$ cat src/rtl/divider.sv
// divider: sequential unsigned restoring divider, one quotient bit per clock.
// Produces Q and R with Q*B + R == A, plus a one-cycle done pulse. A zero
// divisor skips the iterations and reports Q = all ones, R = A, div0 = 1.
module divider #(
    parameter int unsigned WIDTH = 4
) (
    input  logic             clk,
    input  logic             rst_n,
    input  logic             start,
    input  logic [WIDTH-1:0] A,
    input  logic [WIDTH-1:0] B,
    output logic [WIDTH-1:0] Q,
    output logic [WIDTH-1:0] R,
    output logic             busy,
    output logic             done,
    output logic             div0
);

    localparam int unsigned CW = $clog2(WIDTH + 1);

    // ZERO is a one-cycle hold on the divide-by-zero path so that done lands
    // one clock after the accepted start instead of on the start edge itself.
    typedef enum logic [1:0] {
        IDLE,
        RUN,
        ZERO,
        DONE
    } state_t;

    state_t           state;
    logic [WIDTH-1:0] quo;
    logic [WIDTH-1:0] rem;
    logic [WIDTH-1:0] dvs;
    logic [CW-1:0]    cnt;

    logic [WIDTH:0]   rem_sh;
    logic [WIDTH:0]   trial;
    logic [WIDTH-1:0] rem_nx;
    logic [WIDTH-1:0] quo_nx;
    logic             last;

    // One restoring step: shift {rem, quo} left, trial-subtract the divisor,
    // keep the difference only when no borrow appears in the top bit.
    always_comb begin
        rem_sh = {rem, quo[WIDTH-1]};
        trial  = rem_sh - {1'b0, dvs};
        quo_nx = {quo[WIDTH-2:0], ~trial[WIDTH]};
        if (trial[WIDTH]) begin
            rem_nx = rem_sh[WIDTH-1:0];
        end else begin
            rem_nx = trial[WIDTH-1:0];
        end
        last = (cnt == CW'(WIDTH - 1));
    end

    // Control FSM with datapath registers and registered outputs.
    always_ff @(posedge clk or negedge rst_n) begin
        if (!rst_n) begin
            state <= IDLE;
            quo   <= '0;
            rem   <= '0;
            dvs   <= '0;
            cnt   <= '0;
            Q     <= '0;
            R     <= '0;
            busy  <= 1'b0;
            done  <= 1'b0;
            div0  <= 1'b0;
        end else begin
            case (state)
                IDLE: begin
                    if (start) begin
                        quo <= A;
                        dvs <= B;
                        rem <= '0;
                        cnt <= '0;
                        if (B != '0) begin
                            state <= RUN;
                            busy  <= 1'b1;
                        end else begin
                            state <= ZERO;
                        end
                    end
                end
                RUN: begin
                    quo <= quo_nx;
                    rem <= rem_nx;
                    cnt <= cnt + CW'(1);
                    if (last) begin
                        state <= DONE;
                        busy  <= 1'b0;
                        done  <= 1'b1;
                        Q     <= quo_nx;
                        R     <= rem_nx;
                        div0  <= 1'b0;
                    end
                end
                ZERO: begin
                    state <= DONE;
                    done  <= 1'b1;
                    Q     <= '1;
                    R     <= quo;
                    div0  <= 1'b1;
                end
                DONE: begin
                    state <= IDLE;
                    done  <= 1'b0;
                end
                default: begin
                    state <= IDLE;
                    busy  <= 1'b0;
                    done  <= 1'b0;
                end
            endcase
        end
    end

endmodule

$ cat config.mk
export PLATFORM = sky130hd
export DESIGN_NAME = divider
export DESIGN_NICKNAME = d
export VERILOG_FILES = /design/src/rtl/divider.sv
export SDC_FILE = /design/constraint.sdc
export NUM_CORES = 1
export LEC_CHECK = 0
export ABC_AREA = 0
export ABC_CLOCK_PERIOD_IN_PS = 5440
export CORE_MARGIN = 2
export CORE_UTILIZATION = 55
export DETAILED_ROUTE_END_ITERATION = 8
export PLACE_DENSITY = 0.85
export SYNTH_ARGS = -nofsm -noshare
export SYNTH_HDL_FRONTEND = slang
export SYNTH_SLANG_ARGS = --single-unit
$ cat constraint.sdc
create_clock -name clk -period 5.44 [get_ports clk]
set_clock_uncertainty 0.2 [all_clocks]
set_input_delay 0.816 -clock clk [delete_from_list [all_inputs] [get_ports clk]]
set_output_delay 0.816 -clock clk [all_outputs]
set_load 0.05 [all_outputs]
### Yosys cells after proc, flatten, opt, wreduce, memory -nomap -nowiden

Cells that the tools add are included.

| operators by class | value |
|---|---|
| bitwise gates (word level) | 1 |
| reduce and logical (&&, ||, !) cells | 11 |
| mux-type cells | 22 |
| eq/ne operators | 7 |
| $add $sub $neg | 2 |

Operators by type and width:

| kind | number |
|---|---|
| one-hot mux 4 bit (2 select lines) | 4 |
| 2-to-1 mux 4 bit | 5 |
| AND reduction 2 bit | 5 |
| one-hot mux 2 bit (4 select lines) | 1 |
| 2-to-1 mux 2 bit | 3 |
| != test 2 bit, second input constant | 3 |
| one-hot mux 3 bit (2 select lines) | 1 |
| subtractor 5 x 4 -> 5 bit | 1 |
| == test 2 bit, second input constant | 2 |
| 2-to-1 mux 1 bit | 4 |
| one-hot mux 1 bit (2 select lines) | 2 |
| AND reduction 4 bit | 1 |
| nonzero test 2 bit | 2 |
| nonzero test 4 bit | 1 |
| adder 3 x 1 -> 3 bit, second input constant | 1 |
| == test 3 x 2 -> 1 bit, second input constant | 1 |
| 2-to-1 mux 3 bit | 1 |
| one-hot mux 1 bit (3 select lines) | 1 |
| nonzero test 3 bit | 1 |
| == test 2 x 1 -> 1 bit, second input constant | 1 |
| logical NOT 2 bit | 1 |
| inverter 1 bit | 1 |

| storage, ports and cells | value |
|---|---|
| output and inout port bits | 11 |
| logic and storage cells | 53 |
| bits of input ports | 11 |
| register bits | 28 |

### Depth between registers and ports, before layout

| logic depth | value |
|---|---|
| depth in word-level cells | 4 |
| gate-level depth with buffers | 8 |

### Least setup slack after synthesis

OpenSTA, ideal clock, no wires.

| timing path | value |
|---|---|
| path type | reg-to-reg |
| from | reg quo[3] |
| to | reg rem[0] |
| path buffers | 0 |
| period minus slack after synthesis | 2.341 ns |
| data arrival time | 2.059 ns |
| setup time | 0.083 ns |
| stages on the path, launching flop included | 9 |
| required time | 5.157 ns |
| setup slack | 3.099 ns |
| cells stage by stage | dfrtp_1 inv_1 ha_1 fa_1 nand2b_1 a21oi_2 xor2_4 mux2_4 o21ai_0 |

| between the ends | value |
|---|---|
| longest elaborated chain between the ends | 3 |

RTL lines:

| item | line | source |
|---|---|---|
| start, declared | 31 | `logic [WIDTH-1:0] quo;` |
| start signal, assigned | 86 | `quo <= quo_nx;` |
| subtractor 5 x 4 -> 5 bit | 46 | `trial = rem_sh - {1'b0, dvs};` |
| 2-to-1 mux 4 bit * | 48 | `if (trial[WIDTH]) begin` |
| one-hot mux 4 bit (2 select lines) * | 70 | `case (state)` |
| end signal, assigned | 87 | `rem <= rem_nx;` |
| end, declared | 32 | `logic [WIDTH-1:0] rem;` |

Every way passes the cells marked *; elsewhere a longest branch is shown, timed or not.
A chain may end at the register's enable or synchronous reset.

### Worst setup path in the final report

Same ends and word-level chain as after synthesis.

==> reports/results.ini <==
[run_status]
outcome = finished clean

[pwr]
total_power_w = 0.00119
seqPwrFrac_pct = 30.6
p_clk_share_pct = 8.6
swShare_pct = 47.1
power_leakage_nw = 0.787
p_comb_share_pct = 60.8
p_sw_w = 0.000561
p_int_w = 0.000631
ir_worst_vdd_mv = 0.427
powerDensity_nw_per_um2 = 665

[detailed_routing]
via_count = 1115
wire_per_inst_um = 15.0
drt-initial-drc-count = 33
wl_um = 2980
vias_per_cell = 5.60
antenna_left = 0
drc = 0
first_pass_iters = 4

[sta]
drv_slew = 0
period_needed_ns = 2.57
finalSetupTns_ns = 0
rsz0062_at_grt = false
finalSetupViolCount = 0
min_period_over_period_pct = 47.2
slew_headroom_pct = 29.5
hold_viol_final = 0
worst_pin_slew_ns = 1.03
max_freq_mhz = 390

[placed_design]
numPortBuffers = 21
dp_hpwl_um = 2330
dp.cells = 195
place.gp.congestion = 0.819

[job]
maxCapViolCount = 0

[cts]
cts_setup_buffers = 0
hold_buffers = 0
clock_path_buffers = 2
cts_tree = done
path_clk_slew_ns = 0.15
clock-root-buffer = clkbuf_4
cts_resized = 0
cts_sinks = 28
cts-htree-levels = 1
numCtsBuffers = 3
clkLatencyLatePin_ns = 0.33

[setup_path]
cp-end-kind = flop
crit_required_ns = 5.49
worstPathArrival_ns = 2.62
critPathKind = flop to flop
r2r-start = quo[3]
path_delay_family = adder cells
startpoint_type = flop
reg2reg_to = rem[0]
rrSetupSlack_ns = 2.87
cp_num_buf_inv = 1
path_cells = inv_1, ha_1, fa_1, nand2b_1, a21oi_2, xor2_4, mux2_4, o21ai_0
ff2ff_path_depth = 8
critPathMaxFanout = 6
crit_slowest_cell = fa_1
max_stage_delay_ns = 0.41

[logic_synthesis]
synth_flop_cell = dfrtp_1
synth-edff-count = 0
postSynthCellCount = 147
synth_nets = 170
seq_area_frac_synth_pct = 46.1
async_flop_share_pct = 100
syn-cell-area_um2 = 1520
ys_types = 29
synth_warnings = 0
synthesis.area_per_instance_um2 = 10.3
ys_ff_latch = 28

[floorplanning]
rows = 19
core_um2 = 2690
die-area_um2 = 3200
top_level_ports = 22
die_h_um = 56.6
start_util_pct = 56.6
die_w_um = 56.6

[worst_hold_path]
holdPathEnd = cnt[2]
min_from = cnt[2]
hp-class = flop to flop
hold_depth = 2

[global_routing]
gr-total-overflow = 0
grt_pass1_vias = 1164
gr-usage-all-layers_pct = 21.0
grt_max_degree = 29
antenna_found_initial = 0
grt_pass1_wl_um = 5240

[layout]
layoutNonFillerInstCount = 199
fillers = 211
multi_input_area_um2 = 751
num-nets-final = 192
regArea_um2 = 701
area_delta_synth_final_pct = 17.9
drive_above_1_share_pct = 10.1
diodes = 0

## stage by stage
| step | setup WS, ns | hold slack, ns | utilization (%) | cell area, µm² |
|---|---|---|---|---|
| after floorplan | 3.10 | 0.250 | - | 1520 |
| after global placement | 2.87 | 0.265 | 65.4 | 1760 |
| after detailed placement | 2.77 | 0.273 | 65.4 | 1760 |
| after CTS | 2.86 | 0.305 | 66.7 | 1790 |
| after global routing | 2.71 | 0.324 | 66.7 | 1790 |
| final | 2.87 | 0.311 | 66.7 | 1790 |
## metal layers
layer	part of all wire (%)	global-route usage, %	vias to the layer above
met5	0	0	-
met2	51	34.7	24
met1	44	26.9	535
met4	1.9	9.52	0
met3	2.7	3.69	7
li1	-	-	549
## power groups by stage
| stage | clock network, W | logic (W) | registers [W] |
|---|---|---|---|
| after floorplan | 0 | 0.000456 | 0.000452 |
| after global placement | 0 | 0.000688 | 0.000364 |
| after detailed placement | 0 | 0.000725 | 0.000370 |
| after CTS | 0.000106 | 0.000726 | 0.000365 |
| after global routing | 0.000112 | 0.000795 | 0.000378 |
| final | 0.000102 | 0.000725 | 0.000365 |
## tightest hold or removal path, delay by kind of cell (launching register included)
kind             cells  cell delay, ns
AO/OA/AOI/OAI        1            0.06
flip-flops           1            0.38
AND/OR/NAND/NOR      1            0.05
## cells by family after synthesis
logic type	share of synthesized area, %
AOI/OAI and AO/OA	17.1
and+or+nand+nor	9.38
DFF	46.1
buffers and inverters	4.53
muxes	9.55
adders and majority gates	10.4
xor gates and xnor gates	2.96
## placed cells by master, fill, tap and decap left out
cell / Yosys / layout
dfrtp_1: 28 / 28
ha_1: 11 / 11
nor2_1: 7 / 7
xnor2_1: 1 / 1
clkdlybuf4s50_1: 0 / 21
nor4_1: 1 / 1
mux2_4: 2 / 2
o21ai_1: 4 / 4
a22o_1: 1 / 1
o22a_1: 5 / 5
inv_1: 13 / 13
buf_4: 0 / 1
a31oi_1: 3 / 3
mux2_2: 4 / 4
fa_1: 1 / 1
a32oi_1: 1 / 1
xor2_4: 1 / 1
nand2_1: 21 / 21
clkbuf_8: 0 / 1
xor2_1: 1 / 1
a21oi_1: 6 / 6
o21ai_0: 13 / 13
mux2i_1: 7 / 7
a21oi_2: 1 / 1
o22a_2: 1 / 1
a32o_1: 1 / 1
o22ai_1: 1 / 1
o221ai_2: 2 / 2
clkbuf_4: 0 / 3
or2_2: 1 / 1
nand2b_1: 4 / 4
## synthesized netlist by cell type (all sizes together) (2+ instances only)
library cell  count  area (µm²)
a21oi             7        38.8
a31oi             3        18.8
clkbuf            4        15.0
dfrtp            28         701
ha               11         138
inv              13        48.8
mux2              6        75.1
mux2i             7        70.1
nand2            21        78.8
nand2b            4        25.0
nor2              7        26.3
o21ai            17        85.1
o221ai            2        30.0
o22a              6        53.8
xor2              2        36.3
## state kept, by name (all words and copies together) (netlist names)
| register | flops |
|---|---|
| busy | 1 |
| dvs | 4 |
| rem | 4 |
| state | 2 |
| R | 4 |
| cnt | 3 |
| done | 1 |
| Q | 4 |
| div0 | 1 |
| quo | 4 |
## worst max-delay path by stage
stage	startpoint	endpoint	slack, ns	cells past startpoint
after CTS	quo[3]	rem[0]	2.86	8
final	quo[3]	rem[0]	2.87	8
after global routing	quo[3]	rem[0]	2.71	8
after floorplan	quo[3]	rem[0]	3.10	8
after global placement	start	quo[0]	2.87	3
after detailed placement	start	quo[0]	2.77	3
## area by class of cell
class,instances,area share (%)
Multi-Input combinational cell,101,41.9
Sequential cell,28,39.1
Timing Repair Buffer,22,12.1
Inverter,13,2.72
Tap cell,31,2.16
Clock buffer,4,2.02
(Power assumes the default switching activity.)
